<file path="config.mk">
export PLATFORM = sky130hd
export DESIGN_NAME = fir_stream_source
export DESIGN_NICKNAME = d
export VERILOG_FILES = /design/src/rtl/fir_stream_source.sv
export SDC_FILE = /design/constraint.sdc
export NUM_CORES = 1
export LEC_CHECK = 0
export ABC_CLOCK_PERIOD_IN_PS = 3200
export CORE_ASPECT_RATIO = 0.6
export CORE_MARGIN = 4
export CORE_UTILIZATION = 24
export DETAILED_ROUTE_END_ITERATION = 10
export SYNTH_ARGS = -nofsm -noshare
export SYNTH_HDL_FRONTEND = slang
export SYNTH_SLANG_ARGS = --single-unit
</file>
<file path="constraint.sdc">
create_clock -name clk -period 3.2 [get_ports clk]
set_input_delay 0.32 -clock clk [delete_from_list [all_inputs] [get_ports clk]]
set_output_delay 0.32 -clock clk [all_outputs]
set_load 0.05 [all_outputs]
</file>
<file path="src/rtl/fir_stream_source.sv">
// Burst test-pattern source feeding a FIR's AXI-Stream sample input.
// Patterns: impulse, step, ramp, LFSR; optional idle gap after each accepted sample.
module fir_stream_source #(
    parameter int unsigned DATA_W = 6,
    parameter int unsigned LEN_W  = 8,
    parameter int unsigned GAP_W  = 4
) (
    input  logic              clk,
    input  logic              reset,
    input  logic              start,
    input  logic              abort,
    input  logic [1:0]        mode,
    input  logic [LEN_W-1:0]  burst_len,
    input  logic [GAP_W-1:0]  gap,
    output logic [DATA_W-1:0] m_axis_tdata,
    output logic              m_axis_tvalid,
    input  logic              m_axis_tready,
    output logic              busy,
    output logic              done,
    output logic [LEN_W-1:0]  sample_cnt
);

    localparam logic [15:0]       SEED    = 16'hACE1;
    localparam logic [DATA_W-1:0] POS_MAX = {1'b0, {(DATA_W-1){1'b1}}};
    localparam logic [DATA_W-1:0] NEG_MIN = {1'b1, {(DATA_W-1){1'b0}}};

    typedef enum logic [1:0] {IDLE, SEND, GAP, DONE} state_t;

    state_t             state, state_n;
    logic [1:0]         mode_q, mode_n;
    logic [LEN_W-1:0]   len_q, len_n;
    logic [GAP_W-1:0]   gap_q, gap_n;
    logic [GAP_W-1:0]   gap_cnt, gap_cnt_n;
    logic [15:0]        lfsr, lfsr_n, lfsr_adv;
    logic [LEN_W-1:0]   cnt_n, cnt_inc;
    logic [DATA_W-1:0]  tdata_n;
    logic               tvalid_n, busy_n, done_n, handshake;

    // Fibonacci taps 16,14,13,11 in right-shift form (bits 0,2,3,5 feed bit 15)
    function automatic logic [15:0] lfsr_step(input logic [15:0] s);
        return {s[0] ^ s[2] ^ s[3] ^ s[5], s[15:1]};
    endfunction

    function automatic logic [DATA_W-1:0] first_sample(input logic [1:0] m);
        case (m)
            2'd2:    return NEG_MIN;
            2'd3:    return SEED[DATA_W-1:0];
            default: return POS_MAX;
        endcase
    endfunction

    always_comb begin
        state_n   = state;
        mode_n    = mode_q;
        len_n     = len_q;
        gap_n     = gap_q;
        gap_cnt_n = gap_cnt;
        lfsr_n    = lfsr;
        cnt_n     = sample_cnt;
        tdata_n   = m_axis_tdata;
        tvalid_n  = m_axis_tvalid;
        done_n    = 1'b0;
        handshake = m_axis_tvalid && m_axis_tready;
        lfsr_adv  = lfsr_step(lfsr);
        cnt_inc   = sample_cnt + LEN_W'(1);

        case (state)
            IDLE: begin
                if (start) begin
                    mode_n   = mode;
                    len_n    = burst_len;
                    gap_n    = gap;
                    cnt_n    = '0;
                    lfsr_n   = SEED;
                    tdata_n  = first_sample(mode);
                    tvalid_n = 1'b1;
                    state_n  = SEND;
                end
            end
            SEND: begin
                if (handshake) begin
                    cnt_n  = cnt_inc;
                    lfsr_n = lfsr_adv;
                    case (mode_q)
                        2'd0:    tdata_n = '0;
                        2'd1:    tdata_n = POS_MAX;
                        2'd2:    tdata_n = m_axis_tdata + DATA_W'(1);
                        default: tdata_n = lfsr_adv[DATA_W-1:0];
                    endcase
                    // burst_len of 0 means 2^LEN_W: the incremented count wraps to 0 exactly then
                    if (cnt_inc == len_q) begin
                        state_n  = DONE;
                        tvalid_n = 1'b0;
                        done_n   = 1'b1;
                    end else if (gap_q != '0) begin
                        state_n   = GAP;
                        tvalid_n  = 1'b0;
                        gap_cnt_n = gap_q;
                    end
                end
                if (abort) begin
                    state_n  = IDLE;
                    tvalid_n = 1'b0;
                    done_n   = 1'b0;
                end
            end
            GAP: begin
                if (gap_cnt == GAP_W'(1)) begin
                    state_n  = SEND;
                    tvalid_n = 1'b1;
                end else begin
                    gap_cnt_n = gap_cnt - GAP_W'(1);
                end
                if (abort) begin
                    state_n  = IDLE;
                    tvalid_n = 1'b0;
                end
            end
            default: state_n = IDLE;
        endcase

        busy_n = (state_n != IDLE);
    end

    always_ff @(posedge clk or negedge reset) begin
        if (!reset) begin
            state         <= IDLE;
            mode_q        <= '0;
            len_q         <= '0;
            gap_q         <= '0;
            gap_cnt       <= '0;
            lfsr          <= SEED;
            sample_cnt    <= '0;
            m_axis_tdata  <= '0;
            m_axis_tvalid <= 1'b0;
            busy          <= 1'b0;
            done          <= 1'b0;
        end else begin
            state         <= state_n;
            mode_q        <= mode_n;
            len_q         <= len_n;
            gap_q         <= gap_n;
            gap_cnt       <= gap_cnt_n;
            lfsr          <= lfsr_n;
            sample_cnt    <= cnt_n;
            m_axis_tdata  <= tdata_n;
            m_axis_tvalid <= tvalid_n;
            busy          <= busy_n;
            done          <= done_n;
        end
    end

endmodule

</file>
==> metrics.md <==
| Metric | Value |
|---|---|
| Remaining global-route overflow | `0` |
| Simple-gate portion of the synthesized area | `between 10% and 20%` |
| Critical path, cell by cell | `ha_1 -> and3_1 -> and4_1 -> o21ai_0 -> nand4_2 -> o31ai_4 -> nand2_1 -> o221a_2` |
| Fin. Hold Viols | `0` |
| Status | `complete, no violations` |
| Final nets | `331` |
| Core box area | `10600 um^2` |
| WP depth | `8` |
| Critical-path top delay cell | `dfrtp_1` |
| Root Driver | `clkbuf_16` |
| Worst reg2reg path endpoint | `gap_cnt[2]$_DFFE_PN0P_` |
| Final setup violation count | `0` |
| Global-route wire length before repair | `11000 um` |
| Number of global-route vias before repair | `2089` |
| R2R Path Start | `sample_cnt[0]$_DFFE_PN0P_` |
| Num CTS Buffers | `5` |
| Starting density of the core | `24.7%` |
| Leakage | `1.38 nW` |
| Minimum clock period | `2.53 ns` |
| Crit start category | `flip-flop` |
| Slew @ Worst Pin | `0.730 ns` |
| Post-synth top flop | `dfrtp_1` |
| Most frequent cells in the layout | `nand2_1 (61), dfrtp_1 (45), clkdlybuf4s50_1 (34)` |
| Ys async rst share | `100%` |
| Critical path's top delay family | `simple AND/OR/NAND/NOR gates` |
| Synth Instances | `271` |
| Cts repair resizes | `0` |
| CP required | `about 3.4 ns` |
| Via density | `around 4.7` |
| Design area | `3300 um^2` |
| CTS tree | `done` |
| Critical Path Start | `sample_cnt[0]$_DFFE_PN0P_` |
| Avg Cell Area, Syn | `between 9 and 10 um^2` |
| Mux contribution to synthesized area | `0.383%` |
| CTS Sinks | `53` |
| Pre-Repair DR Iteration Count | `4` |
| Post-Synthesis Cell Area | `2620 um^2` |
| CTS H-tree lvls | `2` |
| Port Buffers | `35` |
| Clock latency at the later pin of the worst-skew pair | `0.30 ns` |
| XOR/XNOR share of the synthesized area | `7.03%` |
| #FFs+latches synth | `53` |
| Max_slew headroom | `51.3%` |
| Top post-synthesis cells by area | `dfrtp_1 (43%), nand2_1 (8.8%), dfstp_2 (8.0%)` |
| Largest net degree at the start of global routing | `32` |
| Worst IR Drop VDD | `0.453 mV` |
| All-layer global routing usage | `11.1%` |
| Syn nets | `294` |
| Register area share after synthesis | `51.1%` |
| Post-DP HPWL | `4700 um` |
| Placed instance area | `3140 um^2` |
| Max clock buf depth | `2` |
| Critical path type | `flip-flop to flip-flop` |
| Die Y | `roughly 90 um` |
| Unrepaired setup endpoints after global routing | `false` |
| Fin crit share | `79.2%` |
| Initial DRC Count | `between 100 and 150` |
| Antenna Nets Post-Route | `0` |
| DR vias | `2087` |
| Setup TNS | `0 ns` |
| Pwr/cell area | `923 nW/um^2` |
| Synth Area in Compound Gates | `17.8%` |
| Crit end category | `flip-flop` |
| # rows | `29` |
| FF-to-FF setup slack | `0.67 ns` |
| Fmax | `0.395 GHz` |
| Fin util | `about 31%` |
| Die X | `approximately 140 um` |
| WL final | `6460 um` |
| Top cell type's share of synthesized area | `43.0%` |
| Routed WL per cell | `14.4 um` |
| Area grow syn2layout | `26.3%` |
| Fin Clk Skew | `0.00493 ns` |
| Critical path peak fanout | `7` |
| Synth area leader | `dfrtp_1` |
| Pins Over Slew Limit | `0` |
| # hold bufs at CTS | `0` |
| Final GP Congestion | `0.784` |
| CTS clk-pin slew, worst paths | `0.07 ns` |
| Ports | `36` |
| Critical Path Sink | `gap_cnt[2]$_DFFE_PN0P_` |
| Post-Synth Adder-Cell Area | `approximately 1.9%` |
| Worst path arrival time | `2.72 ns` |
| Largest family of logic cells by synthesized area | `simple AND/OR/NAND/NOR gates` |
| Max incr delay on CP | `approximately 0.45 ns` |
| Commonest non-fill, non-tap cell in the layout | `nand2_1` |
| Initial antenna violation count | `0` |
| Max cap viols | `0` |
| Synth Warn # | `0` |
| Layout cells sized above 1 | `between 10% and 20%` |
| Min-delay worst type | `input port to async pin` |
| Ant diodes | `0` |
| DR DRC count | `0` |
| Distinct cells, synth | `41` |
| Buf/Inv on CP | `0` |
| R2R depth | `8` |
| EDFF count, synth | `0` |
| Full die area | `approximately 13000 um^2` |
| Postcts setup bufs | `0` |
state kept, by name, indices dropped and copies added, names as in the netlist, 2 cells and up:
register and cells:
len_q 8, gap_q 4, sample_cnt 8, gap_cnt 4, state 2, mode_q 2, lfsr 16, m_axis_tdata 6
synth_stat cells (2+ instances only):
cell and n:
clkbuf_1 11, ha_1 4, o21ai_0 22, o22ai_1 3, dfrtp_1 45, a21oi_1 12
xor2_1 5, dfstp_2 8, a31oi_1 3, inv_1 4, nor3b_1 2, o221a_2 2
nand2_1 61, nand3_1 7, xnor2_1 16, a22o_1 10, o22a_1 8, nor2b_1 3
nor2_1 17, nand2b_1 2, nor3_1 4, o31ai_1 3
cell type report:
cell class / instances / area (um^2)
Clock inverter: 2 / 33.8
Sequential cell: 53 / 1340
Fill cell: 1113 / 7290
Tap cell: 139 / 174
Clock buffer: 6 / 129
Multi-Input combinational cell: 202 / 1220
Timing Repair Buffer: 42 / 398
Inverter: 4 / 15.0
worst register-to-register path, delay by kind of cell, from the launching register on:
family | cells | cell delay, ns
adders and majority gates | 1 | 0.28
DFF | 1 | 0.45
and+or+nand+nor | 4 | 0.85
AOI/OAI and AO/OA | 3 | 0.83
where the power goes:
group	switching (W)	internal (W)	total, W
logic	0.000723	0.000516	0.00124
registers	0.000263	0.000935	0.00120
clock network	0.000246	0.000367	0.000613
total	0.00123	0.00182	0.00305
kinds of logic (layout without fill, tap and decap cells):
kind of cell | Yosys count | in the layout
fa+ha+maj | 4 | 4
buf+inv | 16 | 54
mux | 1 | 1
compound gates | 68 | 68
flops | 53 | 53
simple gates | 108 | 108
xor+xnor | 21 | 21
how the worst min path moves through the flow:
stage | slack, ns | endpoint
2_1_floorplan | 0.02 | busy$_DFF_PN0_
5_1_grt | 0.13 | sample_cnt[2]$_DFFE_PN0P_
4_1_cts | 0.11 | sample_cnt[2]$_DFFE_PN0P_
3_3_place_gp | 0.40 | len_q[0]$_DFFE_PN0P_
3_5_place_dp | 0.43 | lfsr[9]$_DFFE_PN0P_
6_report | 0.07 | lfsr[9]$_DFFE_PN0P_
routing by layer:
layer	global-route usage, %	share of wire [%]	wire, um
met5	0	0	0
met4	3.36	0.91	59
met3	3.40	6.4	415
met2	14.5	38	2440
met1	17.0	55	3540
stage by stage:
| stage | total power (W) | instances | setup WS [ns] | hold slack (ns) |
|---|---|---|---|---|
| after global placement | 0.00243 | 440 | 0.773 | 0.400 |
| after CTS | 0.00308 | 448 | 0.644 | 0.109 |
| after floorplan | 0.00204 | 271 | 0.627 | 0.0244 |
| final | 0.00305 | 448 | 0.667 | 0.0749 |
| after detailed placement | 0.00246 | 440 | 0.672 | 0.432 |
| after global routing | 0.00327 | 448 | 0.474 | 0.133 |
Note: power is estimated with default switching activity, not from simulation.
